[config.mk]
export PLATFORM = sky130hd
export DESIGN_NAME = vigna_clint
export DESIGN_NICKNAME = d
export VERILOG_FILES = /design/src/rtl/vigna_clint_pkg.sv /design/src/rtl/vigna_clint_timer.sv /design/src/rtl/vigna_clint.sv
export SDC_FILE = /design/constraint.sdc
export NUM_CORES = 1
export LEC_CHECK = 0
export CAP_MARGIN = 0
export CORE_AREA = 10 10 147 149
export CTS_BUF_LIST = sky130_fd_sc_hd__clkbuf_8
export DETAILED_ROUTE_END_ITERATION = 8
export DIE_AREA = 0 0 157 159
export GPL_TIMING_DRIVEN = 0
export PLACE_DENSITY = 0.75
export SYNTH_ARGS = -nofsm -noshare
export SYNTH_HDL_FRONTEND = slang
export SYNTH_SLANG_ARGS = --single-unit
[constraint.sdc]
create_clock -name clk -period 2.6 [get_ports clk]
set_input_delay 0.52 -clock clk [delete_from_list [all_inputs] [get_ports clk]]
set_output_delay 0.52 -clock clk [all_outputs]
set_load 0.01 [all_outputs]
[src/rtl/vigna_clint_pkg.sv]
// Shared constants, bus FSM state type and byte-lane merge helper for vigna_clint.
// Optional prescaler is enabled with VIGNA_CLINT_PRESCALE_EN.
package vigna_clint_pkg;

  localparam int MTIME_W = 64;

  localparam logic [4:0] CLINT_MSIP        = 5'h00;
  localparam logic [4:0] CLINT_MTIMECMP_LO = 5'h08;
  localparam logic [4:0] CLINT_MTIMECMP_HI = 5'h0C;
  localparam logic [4:0] CLINT_MTIME_LO    = 5'h10;
  localparam logic [4:0] CLINT_MTIME_HI    = 5'h14;
  localparam logic [4:0] CLINT_PRESCALE    = 5'h18;

  typedef enum logic [0:0] {
    ST_IDLE = 1'b0,
    ST_RESP = 1'b1
  } bus_state_e;

  function automatic logic [31:0] strobe_merge(input logic [31:0] old_v,
                                               input logic [31:0] new_v,
                                               input logic [3:0]  strb);
    logic [31:0] res;
    res = old_v;
    for (int i = 0; i < 4; i++) begin
      res[i*8 +: 8] = strb[i] ? new_v[i*8 +: 8] : old_v[i*8 +: 8];
    end
    return res;
  endfunction

endpackage

[src/rtl/vigna_clint_timer.sv]
// 64-bit mtime/mtimecmp pair with byte-strobed writes and registered compare.
// With VIGNA_CLINT_PRESCALE_EN a 16-bit prescaler gates the mtime tick.
module vigna_clint_timer
  import vigna_clint_pkg::*;
(
  input  logic               clk,
  input  logic               resetn,
  input  logic               wr_en,
  input  logic [2:0]         wr_word,
  input  logic [31:0]        wdata,
  input  logic [3:0]         wstrb,
  output logic [MTIME_W-1:0] mtime,
  output logic [MTIME_W-1:0] mtimecmp,
`ifdef VIGNA_CLINT_PRESCALE_EN
  output logic [15:0]        prescale,
`endif
  output logic               timer_irq
);

  logic [MTIME_W-1:0] mtime_r;
  logic [MTIME_W-1:0] mtimecmp_r;
  logic               timer_irq_r;
  logic               tick_s;
  logic               wr_mtime_lo_s, wr_mtime_hi_s, wr_cmp_lo_s, wr_cmp_hi_s;

  assign wr_mtime_lo_s = wr_en && (wr_word == CLINT_MTIME_LO[4:2]);
  assign wr_mtime_hi_s = wr_en && (wr_word == CLINT_MTIME_HI[4:2]);
  assign wr_cmp_lo_s   = wr_en && (wr_word == CLINT_MTIMECMP_LO[4:2]);
  assign wr_cmp_hi_s   = wr_en && (wr_word == CLINT_MTIMECMP_HI[4:2]);

`ifdef VIGNA_CLINT_PRESCALE_EN
  logic [15:0] prescale_r;
  logic [15:0] pre_cnt_r;
  logic        wr_pre_s;

  assign wr_pre_s = wr_en && (wr_word == CLINT_PRESCALE[4:2]);
  assign tick_s   = (pre_cnt_r == prescale_r);
  assign prescale = prescale_r;

  // Prescale register and divider counter; a new divisor restarts the count
  always_ff @(posedge clk) begin
    if (!resetn) begin
      prescale_r <= 16'h0000;
      pre_cnt_r  <= 16'h0000;
    end else if (wr_pre_s) begin
      prescale_r <= {wstrb[1] ? wdata[15:8] : prescale_r[15:8],
                     wstrb[0] ? wdata[7:0]  : prescale_r[7:0]};
      pre_cnt_r  <= 16'h0000;
    end else if (tick_s) begin
      pre_cnt_r  <= 16'h0000;
    end else begin
      pre_cnt_r  <= pre_cnt_r + 16'h0001;
    end
  end
`else
  assign tick_s = 1'b1;
`endif

  // mtime counter: a bus write to either half wins over the tick, with no carry that cycle
  always_ff @(posedge clk) begin
    if (!resetn) begin
      mtime_r <= {MTIME_W{1'b0}};
    end else if (wr_mtime_lo_s) begin
      mtime_r[31:0] <= strobe_merge(mtime_r[31:0], wdata, wstrb);
    end else if (wr_mtime_hi_s) begin
      mtime_r[63:32] <= strobe_merge(mtime_r[63:32], wdata, wstrb);
    end else if (tick_s) begin
      mtime_r <= mtime_r + 64'd1;
    end else begin
      mtime_r <= mtime_r;
    end
  end

  // mtimecmp byte-strobed writes
  always_ff @(posedge clk) begin
    if (!resetn) begin
      mtimecmp_r <= {MTIME_W{1'b1}};
    end else if (wr_cmp_lo_s) begin
      mtimecmp_r[31:0] <= strobe_merge(mtimecmp_r[31:0], wdata, wstrb);
    end else if (wr_cmp_hi_s) begin
      mtimecmp_r[63:32] <= strobe_merge(mtimecmp_r[63:32], wdata, wstrb);
    end else begin
      mtimecmp_r <= mtimecmp_r;
    end
  end

  // Registered unsigned compare drives the timer interrupt level
  always_ff @(posedge clk) begin
    if (!resetn) begin
      timer_irq_r <= 1'b0;
    end else begin
      timer_irq_r <= (mtime_r >= mtimecmp_r);
    end
  end

  assign mtime     = mtime_r;
  assign mtimecmp  = mtimecmp_r;
  assign timer_irq = timer_irq_r;

endmodule

[src/rtl/vigna_clint.sv]
// Core-local interruptor: bus FSM, read mux and msip around vigna_clint_timer.
// Define VIGNA_CLINT_PRESCALE_EN to add the prescale register at offset 0x18.
module vigna_clint #(
  parameter int MTIME_W = 64
) (
  input  logic        clk,
  input  logic        resetn,
  input  logic        bus_valid,
  output logic        bus_ready,
  input  logic [4:0]  bus_addr,
  input  logic [31:0] bus_wdata,
  input  logic [3:0]  bus_wstrb,
  output logic [31:0] bus_rdata,
  output logic        timer_irq,
  output logic        soft_irq
);

  import vigna_clint_pkg::*;

  bus_state_e         state_r;
  logic               bus_ready_r;
  logic [31:0]        bus_rdata_r;
  logic               msip_r;
  logic               soft_irq_r;
  logic [31:0]        rdata_s;
  logic               accept_s;
  logic               wr_en_s;
  logic [2:0]         word_s;
  logic [MTIME_W-1:0] mtime_s;
  logic [MTIME_W-1:0] mtimecmp_s;
  logic               timer_irq_s;
  logic               unused_addr_s;
`ifdef VIGNA_CLINT_PRESCALE_EN
  logic [15:0]        prescale_s;
`endif

  assign word_s        = bus_addr[4:2];
  assign unused_addr_s = ^bus_addr[1:0];
  assign accept_s      = (state_r == ST_IDLE) && bus_valid && !bus_ready_r;
  assign wr_en_s       = accept_s && (bus_wstrb != 4'h0);

  vigna_clint_timer u_timer (
    .clk       (clk),
    .resetn    (resetn),
    .wr_en     (wr_en_s),
    .wr_word   (word_s),
    .wdata     (bus_wdata),
    .wstrb     (bus_wstrb),
    .mtime     (mtime_s),
    .mtimecmp  (mtimecmp_s),
`ifdef VIGNA_CLINT_PRESCALE_EN
    .prescale  (prescale_s),
`endif
    .timer_irq (timer_irq_s)
  );

  // Read mux over the pre-edge register values
  always_comb begin
    rdata_s = 32'h0000_0000;
    case (word_s)
      CLINT_MSIP[4:2]:        rdata_s = {31'h0000_0000, msip_r};
      CLINT_MTIMECMP_LO[4:2]: rdata_s = mtimecmp_s[31:0];
      CLINT_MTIMECMP_HI[4:2]: rdata_s = mtimecmp_s[MTIME_W-1:32];
      CLINT_MTIME_LO[4:2]:    rdata_s = mtime_s[31:0];
      CLINT_MTIME_HI[4:2]:    rdata_s = mtime_s[MTIME_W-1:32];
`ifdef VIGNA_CLINT_PRESCALE_EN
      CLINT_PRESCALE[4:2]:    rdata_s = {16'h0000, prescale_s};
`endif
      default:                rdata_s = 32'h0000_0000;
    endcase
  end

  // Bus FSM: one-cycle response, msip commits on the accepting edge
  always_ff @(posedge clk) begin
    if (!resetn) begin
      state_r     <= ST_IDLE;
      bus_ready_r <= 1'b0;
      bus_rdata_r <= 32'h0000_0000;
      msip_r      <= 1'b0;
    end else begin
      case (state_r)
        ST_IDLE: begin
          if (accept_s) begin
            state_r     <= ST_RESP;
            bus_ready_r <= 1'b1;
            bus_rdata_r <= rdata_s;
            if (wr_en_s && (word_s == CLINT_MSIP[4:2]) && bus_wstrb[0]) begin
              msip_r <= bus_wdata[0];
            end else begin
              msip_r <= msip_r;
            end
          end else begin
            state_r     <= ST_IDLE;
            bus_ready_r <= 1'b0;
          end
        end
        ST_RESP: begin
          state_r     <= ST_IDLE;
          bus_ready_r <= 1'b0;
        end
        default: begin
          state_r     <= ST_IDLE;
          bus_ready_r <= 1'b0;
        end
      endcase
    end
  end

  // Software interrupt output follows msip one cycle later
  always_ff @(posedge clk) begin
    if (!resetn) begin
      soft_irq_r <= 1'b0;
    end else begin
      soft_irq_r <= msip_r;
    end
  end

  assign bus_ready = bus_ready_r;
  assign bus_rdata = bus_rdata_r;
  assign timer_irq = timer_irq_s;
  assign soft_irq  = soft_irq_r;

endmodule

# After elaboration in Yosys (flattened, before gate mapping)
# Index checks and enable logic that the tools add are counted.
dict set report classes {
  reduce_logical 30
  muxes 10
  n_lt_le_gt_ge 1
  bitwise 3
  add_sub_neg 1
  eq_ne 13
}
# op n
set ops {}
lappend ops {{one-hot mux 32 bit (5 select lines)} 1}
lappend ops {{two-way mux 32 bit} 3}
lappend ops {{adder 64 x 1 -> 64 bit, second input constant} 1}
lappend ops {{greater-or-equal comparator 64 bit} 1}
lappend ops {{two-way mux 8 bit} 4}
lappend ops {{AND reduction 2 bit} 13}
lappend ops {{!= test 2 bit, second input constant} 8}
lappend ops {{AND reduction 3 bit} 5}
lappend ops {{logical AND 1 bit} 9}
lappend ops {{== test 3 x 2 -> 1 bit, second input constant} 2}
lappend ops {{== test 3 bit, second input constant} 2}
lappend ops {{nonzero test 4 bit} 1}
lappend ops {{zero test 3 bit} 1}
lappend ops {{NOT 1 bit} 3}
lappend ops {{!= test 2 x 1 -> 1 bit, second input constant} 1}
lappend ops {{one-hot mux 1 bit (2 select lines)} 1}
lappend ops {{zero test 1 bit} 1}
lappend ops {{two-way mux 1 bit} 1}
dict set report word_totals {
  out_inout_bits 35
  ff_bits 164
  inputBits 44
  wordCells 79
}

# Logic depth before layout (Yosys ltp)
# Gate-level depths: netlist (run 1).
dict set report logic_depth {
  depth_word 7
  depth_mapped 10
  mapped_depth_nobuf 8
}

# Modules after synthesis
# From an unflattened synthesis (run 1), not the netlist that was laid out.
dict set report unflattened {
  hier_cells 1275
  area_unflattened_um2 10259.8
}
# mod instances seq_area_each_um2 area_per_inst_um2 cells_each
set by_module_without_submodules {}
lappend by_module_without_submodules {vigna_clint_timer 1 2582.5 8161.6 1070}
lappend by_module_without_submodules {vigna_clint 1 700.7 2098.3 205}

# Worst setup path after synthesis (run 1)
# No wires, ideal clock.
dict set report synth_timing {
  kind {input-to-reg}
  from {input port bus_wstrb[1]}
  to {register u_timer.mtime_r[59], in the netlist u_timer.mtime[59]}
  setup_ns 0.120
  n_path_buf 3
  arrival_ns 2.137
  t_required_ns 2.480
  path_stages 8
  slack_ns 0.343
  path_cell_list {buf_2 > or4_1 > buf_2 > and3_1 > clkbuf_1 > nor4_1 > nor2_1 > o31a_1}
}
dict set report synth_via {
  elab_chain_len 5
  elab_cells_between_ends 8
  cone_classes {1 x eq/ne; 1 x mux; 1 x bitwise; 5 x reduce/logical}
}
# item line_no
set synth_rtl {}
lappend synth_rtl {{start, declared} vigna_clint.sv:12} ;# input logic [3:0] bus_wstrb,
lappend synth_rtl {{nonzero test 4 bit (*)} vigna_clint.sv:40} ;# assign wr_en_s = accept_s && (bus_wstrb != 4'h0);
lappend synth_rtl {{logical AND 1 bit (*)} vigna_clint.sv:40}
lappend synth_rtl {{logical AND 1 bit, on equally long branches} {vigna_clint_timer.sv:27, vigna_clint_timer.sv:26}}
lappend synth_rtl {{!= test 2 bit (no source line) / NOT 1 bit (equally long branches)} -}
lappend synth_rtl {{AND reduction 2 bit (no source line)} -}
lappend synth_rtl {{end signal, assigned} vigna_clint_timer.sv:62} ;# mtime_r <= {MTIME_W{1'b0}};
lappend synth_rtl {{end signal, assigned} vigna_clint_timer.sv:66} ;# mtime_r[63:32] <= strobe_merge(mtime_r[63:32], wdata, wstrb);
lappend synth_rtl {{end signal, assigned} vigna_clint_timer.sv:68} ;# mtime_r <= mtime_r + 64'd1;
lappend synth_rtl {{end, declared} vigna_clint_timer.sv:20} ;# logic [MTIME_W-1:0] mtime_r;
# Every way passes the cells marked *; elsewhere a longest branch is shown, timed or not.
# A chain may end at the register's enable or synchronous reset.

# Final worst setup path (run 1)
dict set report layout_timing {
  from {register u_timer.mtime_r[35], in the netlist u_timer.mtime[35]}
  to {register u_timer.timer_irq_r, in the netlist u_timer.timer_irq}
}
dict set report layout_via {
  elab_chain_len 1
}
# item line_no
set layout_rtl {}
lappend layout_rtl {{greater-or-equal comparator 64 bit} vigna_clint_timer.sv:92} ;# timer_irq_r <= (mtime_r >= mtimecmp_r);
lappend layout_rtl {{end signal, assigned} vigna_clint_timer.sv:92}
lappend layout_rtl {{end, declared} vigna_clint_timer.sv:22} ;# logic timer_irq_r;
# No other way between the ends.

==> flow_metrics.env, run 1 <==
export IMPL_outcome="completed"
export IMPL_io_pins=79
export IMPL_synthArstFlopShare_pct=0
export IMPL_core_area_um2=18600
export IMPL_synth_seq_cells=164
export IMPL_synth_top_flop_cell="dfxtp_1"
export IMPL_power_leakage_nw=4.81
export IMPL_path_delay_family="compound AO/OA/AOI/OAI gates"
export IMPL_num_antenna_cells=0
export IMPL_numCtsBuffers=17
export IMPL_synth_area_mux_share_pct=1.18
export IMPL_num_vias=11000
export IMPL_h_tree_depth=4
export IMPL_cts_sinks=164
export IMPL_syn_area_per_cell_um2=7.90
export IMPL_postRouteAntennaNets=0
export IMPL_die_area_um2=25000
export IMPL_grt_max_degree=20
export IMPL_root_buffer="clkbuf_8"
export IMPL_worstSetupPathType="reg2reg"
export IMPL_syn_inst=1277
export IMPL_min_period_over_period_pct=98.2
export IMPL_crit_path_cell_trace="ha_1 > a21oi_1 > o21ai_0 > a221oi_1 > nor2_1 > a211oi_1 > o31ai_2"
export IMPL_cts_hold_buf=0
export IMPL_cts_tree="yes"
export IMPL_synthesis_area_um2=10100
export IMPL_seqCellArea_um2=3280
export IMPL_dp_hpwl_um=29600
export IMPL_die_w_um=157
export IMPL_fin_setup_tns_ns=0
export IMPL_grt_ovfl_total=0
export IMPL_final_setup_skew_ns=0.0164
export IMPL_synth_distinct_cells=78
export IMPL_yosys_top_cells_area="dfxtp_1 (33%), ha_1 (8.1%), a21oi_1 (6.4%)"
export IMPL_r2r_setup_slack_ns=0.05
export IMPL_end_kind="flop"
export IMPL_synth_edff_count=0
export IMPL_worst_slew_margin_rel_pct=35.0
export IMPL_multi_input_area_um2=6210
export IMPL_pre_cts_slack_ns=-0.961
export IMPL_hp_class="reg2reg"
export IMPL_worst_ir_drop_vdd_mv=0.484
export IMPL_worst_r2r_path_depth=7
export IMPL_fin_ws_ns=0.0468
export IMPL_critPathRequiredTime_ns=2.96
export IMPL_maxCapViolCount=0
export IMPL_drive_above_1_share_pct=9.15
export IMPL_hold_end="soft_irq$_SDFF_PN0_"
export IMPL_wl_per_cell_um=24.6
export IMPL_synth_simple_gate_area_share_pct=21.4
export IMPL_gp_congestion=1.01
export IMPL_yosys_area_top_type_share_pct=32.5
export IMPL_num_fill_cells=1708
export IMPL_syn_num_nets=1386
export IMPL_hp_start="msip_r$_SDFFE_PN0P_"
export IMPL_critical_path_max_stage_delay_ns=0.69
export IMPL_p_per_area_nw_per_um2=467
export IMPL_synth_compound_area_share_pct=29.7
export IMPL_grt_first_pass_wirelength_um=60400
export IMPL_clk_pin_slew_ns=0.09
export IMPL_setup_violations=0
export IMPL_r2r_end="u_timer.timer_irq$_SDFF_PN0_"
export IMPL_crit_fanout=6
export IMPL_start_util_pct=54.3
export IMPL_r2r_start="u_timer.mtime[35]$_SDFFE_PN0P_"
export IMPL_cp_start_kind="flop"
export IMPL_critPathBufInv=0
export IMPL_synth_top_family_by_area="compound AO/OA/AOI/OAI gates"
export IMPL_firstDrtPassIters=7
export IMPL_crit_slowest_cell="a221oi_1"
export IMPL_numPortBuffers=72
export IMPL_post_route_min_period_ns=2.55
export IMPL_synthAdderAreaFrac_pct=8.06
export IMPL_layout_nets=1484
export IMPL_finalHoldViolations=0
export IMPL_die_height_um=159
export IMPL_fmax_mhz=392
export IMPL_layout_common_cells="dfxtp_1 (164), nand2_1 (142), a21oi_1 (129), nor2_1 (86), inv_1 (81)"
export IMPL_grt_pass1_vias=10200
export IMPL_viasPerCell=6.76
export IMPL_max_clock_path_buffers=2
export IMPL_area_delta_synth_final_pct=16.3
export IMPL_grt_antenna_before_repair=0
export IMPL_synth_warnings=0
export IMPL_final_common_cell="dfxtp_1"
export IMPL_synth_xor_area_share_pct=0.174
export IMPL_tightest_slew_ns=0.975
export IMPL_holdPathStages=1
export IMPL_seq_area_frac_synth_pct=32.5
export IMPL_synth_top_area_cell="dfxtp_1"
export IMPL_rows=50
export IMPL_first_iter_violations=1449
export IMPL_drv_slew=0
export IMPL_arrival_ns=2.91
export IMPL_drt_total_wl_um=39900
export IMPL_clk_latency_ns=0.49
export IMPL_drc_errors=0
export IMPL_grt_usage_pct=31.0
==> power by group <==
group,total [W],switching (W),internal [W],leakage (nW)
combinational,0.000725,0.000463,0.000262,3.26
clock,0.00209,0.00106,0.00103,0.216
sequential,0.00267,0.0000877,0.00258,1.33
total,0.00548,0.00161,0.00387,4.81
==> state kept, by name (all words and copies together) (netlist names) <==
signal             flops
bus_rdata             32
bus_ready              1
msip_r                 1
soft_irq               1
u_timer.mtime         64
u_timer.mtimecmp      64
u_timer.timer_irq      1
==> logic make-up (layout without fill, tap and decap cells) <==
group | after synthesis | after routing
xor gates and xnor gates | 2 | 2
adders and majority gates | 65 | 65
DFF | 164 | 164
buffers and inverters | 170 | 281
muxes | 11 | 11
and+or+nand+nor | 414 | 414
AOI/OAI and AO/OA | 451 | 451
==> routing by layer <==
metal / vias up / wire length (um) / GRT usage [%]
met5: - / 0 / 0
met4: 0 / 1830 / 13.4
met3: 132 / 4670 / 8.90
met2: 700 / 17700 / 47.9
met1: 5164 / 15600 / 39.4
li1: 4974 / - / -
==> layout make-up <==
type | instances | share of cell area, %
buffer | 88 | 3.41
clock buffer | 20 | 2.35
clock inverter | 12 | 1.31
inverter | 80 | 2.56
multi-input combinational | 943 | 52.9
sequential | 164 | 28.0
tap | 234 | 2.50
timing repair buffer | 81 | 6.95
==> Yosys cell counts, types with 5 or more instances <==
master    number
a211oi_1      23
a21o_1         6
a21oi_1      129
a221oi_1       6
a22oi_1       66
a311oi_1      10
a31oi_1       17
and2_1         5
and3_1        21
and4_1         7
buf_2         18
clkbuf_1      65
dfxtp_1      164
ha_1          65
inv_1         79
mux2_2         7
nand2_1      142
nand3_1       40
nand4_1       23
nor2_1        88
nor3_1        23
nor4_1        18
o211ai_1      68
o21a_1         8
o21ai_0       50
o22ai_1       10
o31a_1         6
o31ai_1        5
o32ai_1        5
or4_1          5
==> per-stage QoR <==
stage	utilization, %	instance area, um2	hold slack, ns	cells	total power (W)
global route	63.2	11700	0.518	1622	0.00562
floorplan	-	10100	0.444	1277	0.00307
global placement	59.7	11100	0.466	1583	0.00339
finish	63.2	11700	0.491	1622	0.00548
detailed placement	59.8	11100	0.476	1583	0.00340
CTS	62.5	11600	0.490	1616	0.00544
==> worst reg2reg max path, stage by stage, from the launching register on <==
cell and delay [ns]:
dfxtp_1 0.59, ha_1 0.33, a21oi_1 0.12, o21ai_0 0.13, a221oi_1 0.69, nor2_1 0.12, a211oi_1 0.32, o31ai_2 0.13
==> how the worst max path moves through the flow <==
stage,startpoint,to,slack (ns),cells past startpoint
2_1_floorplan,bus_wstrb[1],u_timer.mtime[59]$_SDFFE_PN0P_,0.34,8
3_3_place_gp,bus_addr[2],bus_rdata[27]$_SDFFE_PN0P_,-1.02,7
3_5_place_dp,bus_valid,u_timer.mtime[50]$_SDFFE_PN0P_,-0.96,8
4_1_cts,bus_addr[2],u_timer.mtime[36]$_SDFFE_PN0P_,0.005,8
5_1_grt,u_timer.mtime[35]$_SDFFE_PN0P_,u_timer.timer_irq$_SDFF_PN0_,-0.03,7
6_report,u_timer.mtime[35]$_SDFFE_PN0P_,u_timer.timer_irq$_SDFF_PN0_,0.05,7
==> timing repair <==
action	in CTS	in global routing
setup buffers	2	7
pin swaps	2	7
gates cloned	0	0
gates resized for setup	18	19
endpoints found under the setup margin	103	100
(Power assumes the default switching activity.)
==> run 2, diff against run 1 <==
--- a/config.mk
+++ b/config.mk
@@ -6,12 +6,13 @@
 export NUM_CORES = 1
 export LEC_CHECK = 0
 export CAP_MARGIN = 0
-export CORE_AREA = 10 10 147 149
+export CORE_AREA = 10 10 161 163
 export CTS_BUF_LIST = sky130_fd_sc_hd__clkbuf_8
 export DETAILED_ROUTE_END_ITERATION = 8
-export DIE_AREA = 0 0 157 159
+export DIE_AREA = 0 0 171 173
 export GPL_TIMING_DRIVEN = 0
-export PLACE_DENSITY = 0.75
+export MAX_ROUTING_LAYER = met4
 export SYNTH_ARGS = -nofsm -noshare
 export SYNTH_HDL_FRONTEND = slang
 export SYNTH_SLANG_ARGS = --single-unit
+export TNS_END_PERCENT = 10
==> run 2 against run 1 <==
Net effect:
- largest power group unchanged
- global-route usage decreased by 3.8 points
- maximum frequency decreased by 1.9%
- non-clock buffer count decreased by 6
- worst hold slack improved by 0.0016 ns
- sequential cell count unchanged
- critical path depth decreased by 2
- via count decreased by 3.0%
- worst setup slack got worse by 0.049 ns
- the run now ends with negative setup slack left
- clock-buffer cell count unchanged
- clock skew decreased by 0.0029 ns
- total power decreased by 0.28%
- clock power about the same
==> flow_metrics.env, run 2 (synthesized netlist as in run 1, its figures left out) <==
export IMPL_wl_per_cell_um=24.0
export IMPL_cts_tree="yes"
export IMPL_post_place_cells=1634
export IMPL_cts_sinks=164
export IMPL_drv_slew=0
export IMPL_post_route_min_period_ns=2.60
export IMPL_max_clock_path_buffers=2
export IMPL_outcome="complete, but fails checks"
export IMPL_fin_ws_ns=-0.00218
export IMPL_num_antenna_cells=0
export IMPL_grt_antenna_before_repair=0
export IMPL_stdcell_count=1667
export IMPL_dp_hpwl_um=29900
export IMPL_setup_violations=1
export IMPL_rsz0062_at_grt="yes"
export IMPL_min_period_over_period_pct=100
export IMPL_viasPerCell=6.38
export IMPL_seqCellArea_um2=3280
export IMPL_rows=55
export IMPL_worst_slew_margin_rel_pct=38.0
export IMPL_gp_congestion=0.992
export IMPL_final_common_cell="dfxtp_1"
export IMPL_maxCapViolCount=0
export IMPL_grt_first_pass_wirelength_um=61000
export IMPL_first_iter_violations=1425
export IMPL_postRouteAntennaNets=0
export IMPL_grt_usage_pct=27.2
export IMPL_p_per_area_nw_per_um2=465
export IMPL_area_delta_synth_final_pct=16.5
export IMPL_crit_fanout=10
export IMPL_grt_pass1_vias=10000
export IMPL_die_w_um=171
export IMPL_clk_pin_slew_ns=0.10
export IMPL_drive_above_1_share_pct=8.97
export IMPL_hp_class="reg2reg"
export IMPL_finalHoldViolations=0
export IMPL_root_buffer="clkbuf_8"
export IMPL_violations="negative setup slack"
export IMPL_fmax_mhz=384
export IMPL_tightest_slew_ns=0.929
export IMPL_final_util_pct=52.1
export IMPL_cp_start_kind="input port"
export IMPL_io_pins=79
export IMPL_final_setup_skew_ns=0.0135
export IMPL_power_leakage_nw=4.76
export IMPL_arrival_ns=2.94
export IMPL_end_kind="flop"
export IMPL_drc_errors=0
export IMPL_firstDrtPassIters=6
export IMPL_die_height_um=173
export IMPL_num_vias=10600
export IMPL_layout_common_cells="dfxtp_1 (164), nand2_1 (142), a21oi_1 (129), nor2_1 (86), inv_1 (81)"
export IMPL_critPathRequiredTime_ns=2.94
export IMPL_multi_input_area_um2=6230
export IMPL_start_util_pct=44.7
export IMPL_fin_total_pwr_w=0.00547
export IMPL_worst_ir_drop_vdd_mv=0.252
export IMPL_num_fill_cells=2281
export IMPL_worstSetupPathType="in2reg"
export IMPL_layout_nets=1478
export IMPL_grt_max_degree=17
export IMPL_numPortBuffers=72
export IMPL_grt_ovfl_total=0
export IMPL_clk_latency_ns=0.49
export IMPL_h_tree_depth=4
export IMPL_numCtsBuffers=17
export IMPL_core_area_um2=22600
export IMPL_drt_total_wl_um=40100
export IMPL_die_area_um2=29600
## run 2: cell count changes in the layout (fill, tap and decap cells not counted), sizes merged
cell and delta:
clkbuf +1, buf -7, clkinvlp +1, dlymetal6s2s -1
clkdlybuf4s50 +1, clkinv -1
## run 2: layout make-up
class | instances | area share [%]
Multi-Input combinational cell | 943 | 53.0
Clock buffer | 20 | 2.34
Tap cell | 285 | 3.03
Clock inverter | 12 | 1.31
Buffer | 89 | 3.57
Timing Repair Buffer | 74 | 6.26
Sequential cell | 164 | 27.9
Inverter | 80 | 2.56
## run 2: power by group
part / internal [W] / switching [W] / leakage [nW]
combinational: 0.000257 / 0.000455 / 3.22
clock: 0.00103 / 0.00106 / 0.211
sequential: 0.00258 / 0.0000858 / 1.33
## run 2: final timing paths
check                                 start                                 to  slack (ns)  depth (start not counted)
max                                  resetn  u_timer.mtimecmp[38]$_SDFFE_PN1P_      -0.002                          5
min               bus_rdata[4]$_SDFFE_PN0P_          bus_rdata[4]$_SDFFE_PN0P_        0.49                          2
max reg2reg  u_timer.mtime[22]$_SDFFE_PN0P_     u_timer.mtime[52]$_SDFFE_PN0P_        0.12                          7
min reg2reg       bus_rdata[4]$_SDFFE_PN0P_          bus_rdata[4]$_SDFFE_PN0P_        0.49                          2
## run 2: metrics by stage
| step | hold slack (ns) | setup slack (ns) | TNS [ns] | instance area (um2) |
|---|---|---|---|---|
| 2_1_floorplan | 0.444 | 0.343 | 0 | 10100 |
| 3_3_place_gp | 0.462 | -0.895 | -103.79 | 11200 |
| 3_5_place_dp | 0.471 | -0.929 | -106.32 | 11200 |
| 4_1_cts | 0.496 | 0.00254 | 0 | 11700 |
| 5_1_grt | 0.513 | -0.0971 | -0.595 | 11800 |
| 6_report | 0.492 | -0.00218 | -0.00218 | 11800 |
## run 2: worst max-delay path, stage by stage
cell	delay, ns
clkdlybuf4s50_1	0.73
clkbuf_1	0.53
clkbuf_1	0.51
clkbuf_1	0.48
o211ai_1	0.16
## run 2: per-layer routing
| layer | part of all wire [%] | routed length (um) | up-vias | global-route usage (%) |
|---|---|---|---|---|
| li1 | - | - | 4966 | - |
| met1 | 43 | 17300 | 5021 | 36.1 |
| met2 | 45 | 18200 | 553 | 41.5 |
| met3 | 8.5 | 3410 | 102 | 3.71 |
| met4 | 2.8 | 1130 | 0 | 9.50 |
| met5 | 0 | 0 | - | - |
## run 2: what timing repair did
item | CTS | global route
hold buffers | 0 | 0
pin swaps | 1 | 4
buffers inserted | 0 | 2
gates resized for setup | 19 | 33
endpoints found under the setup margin | 131 | 109
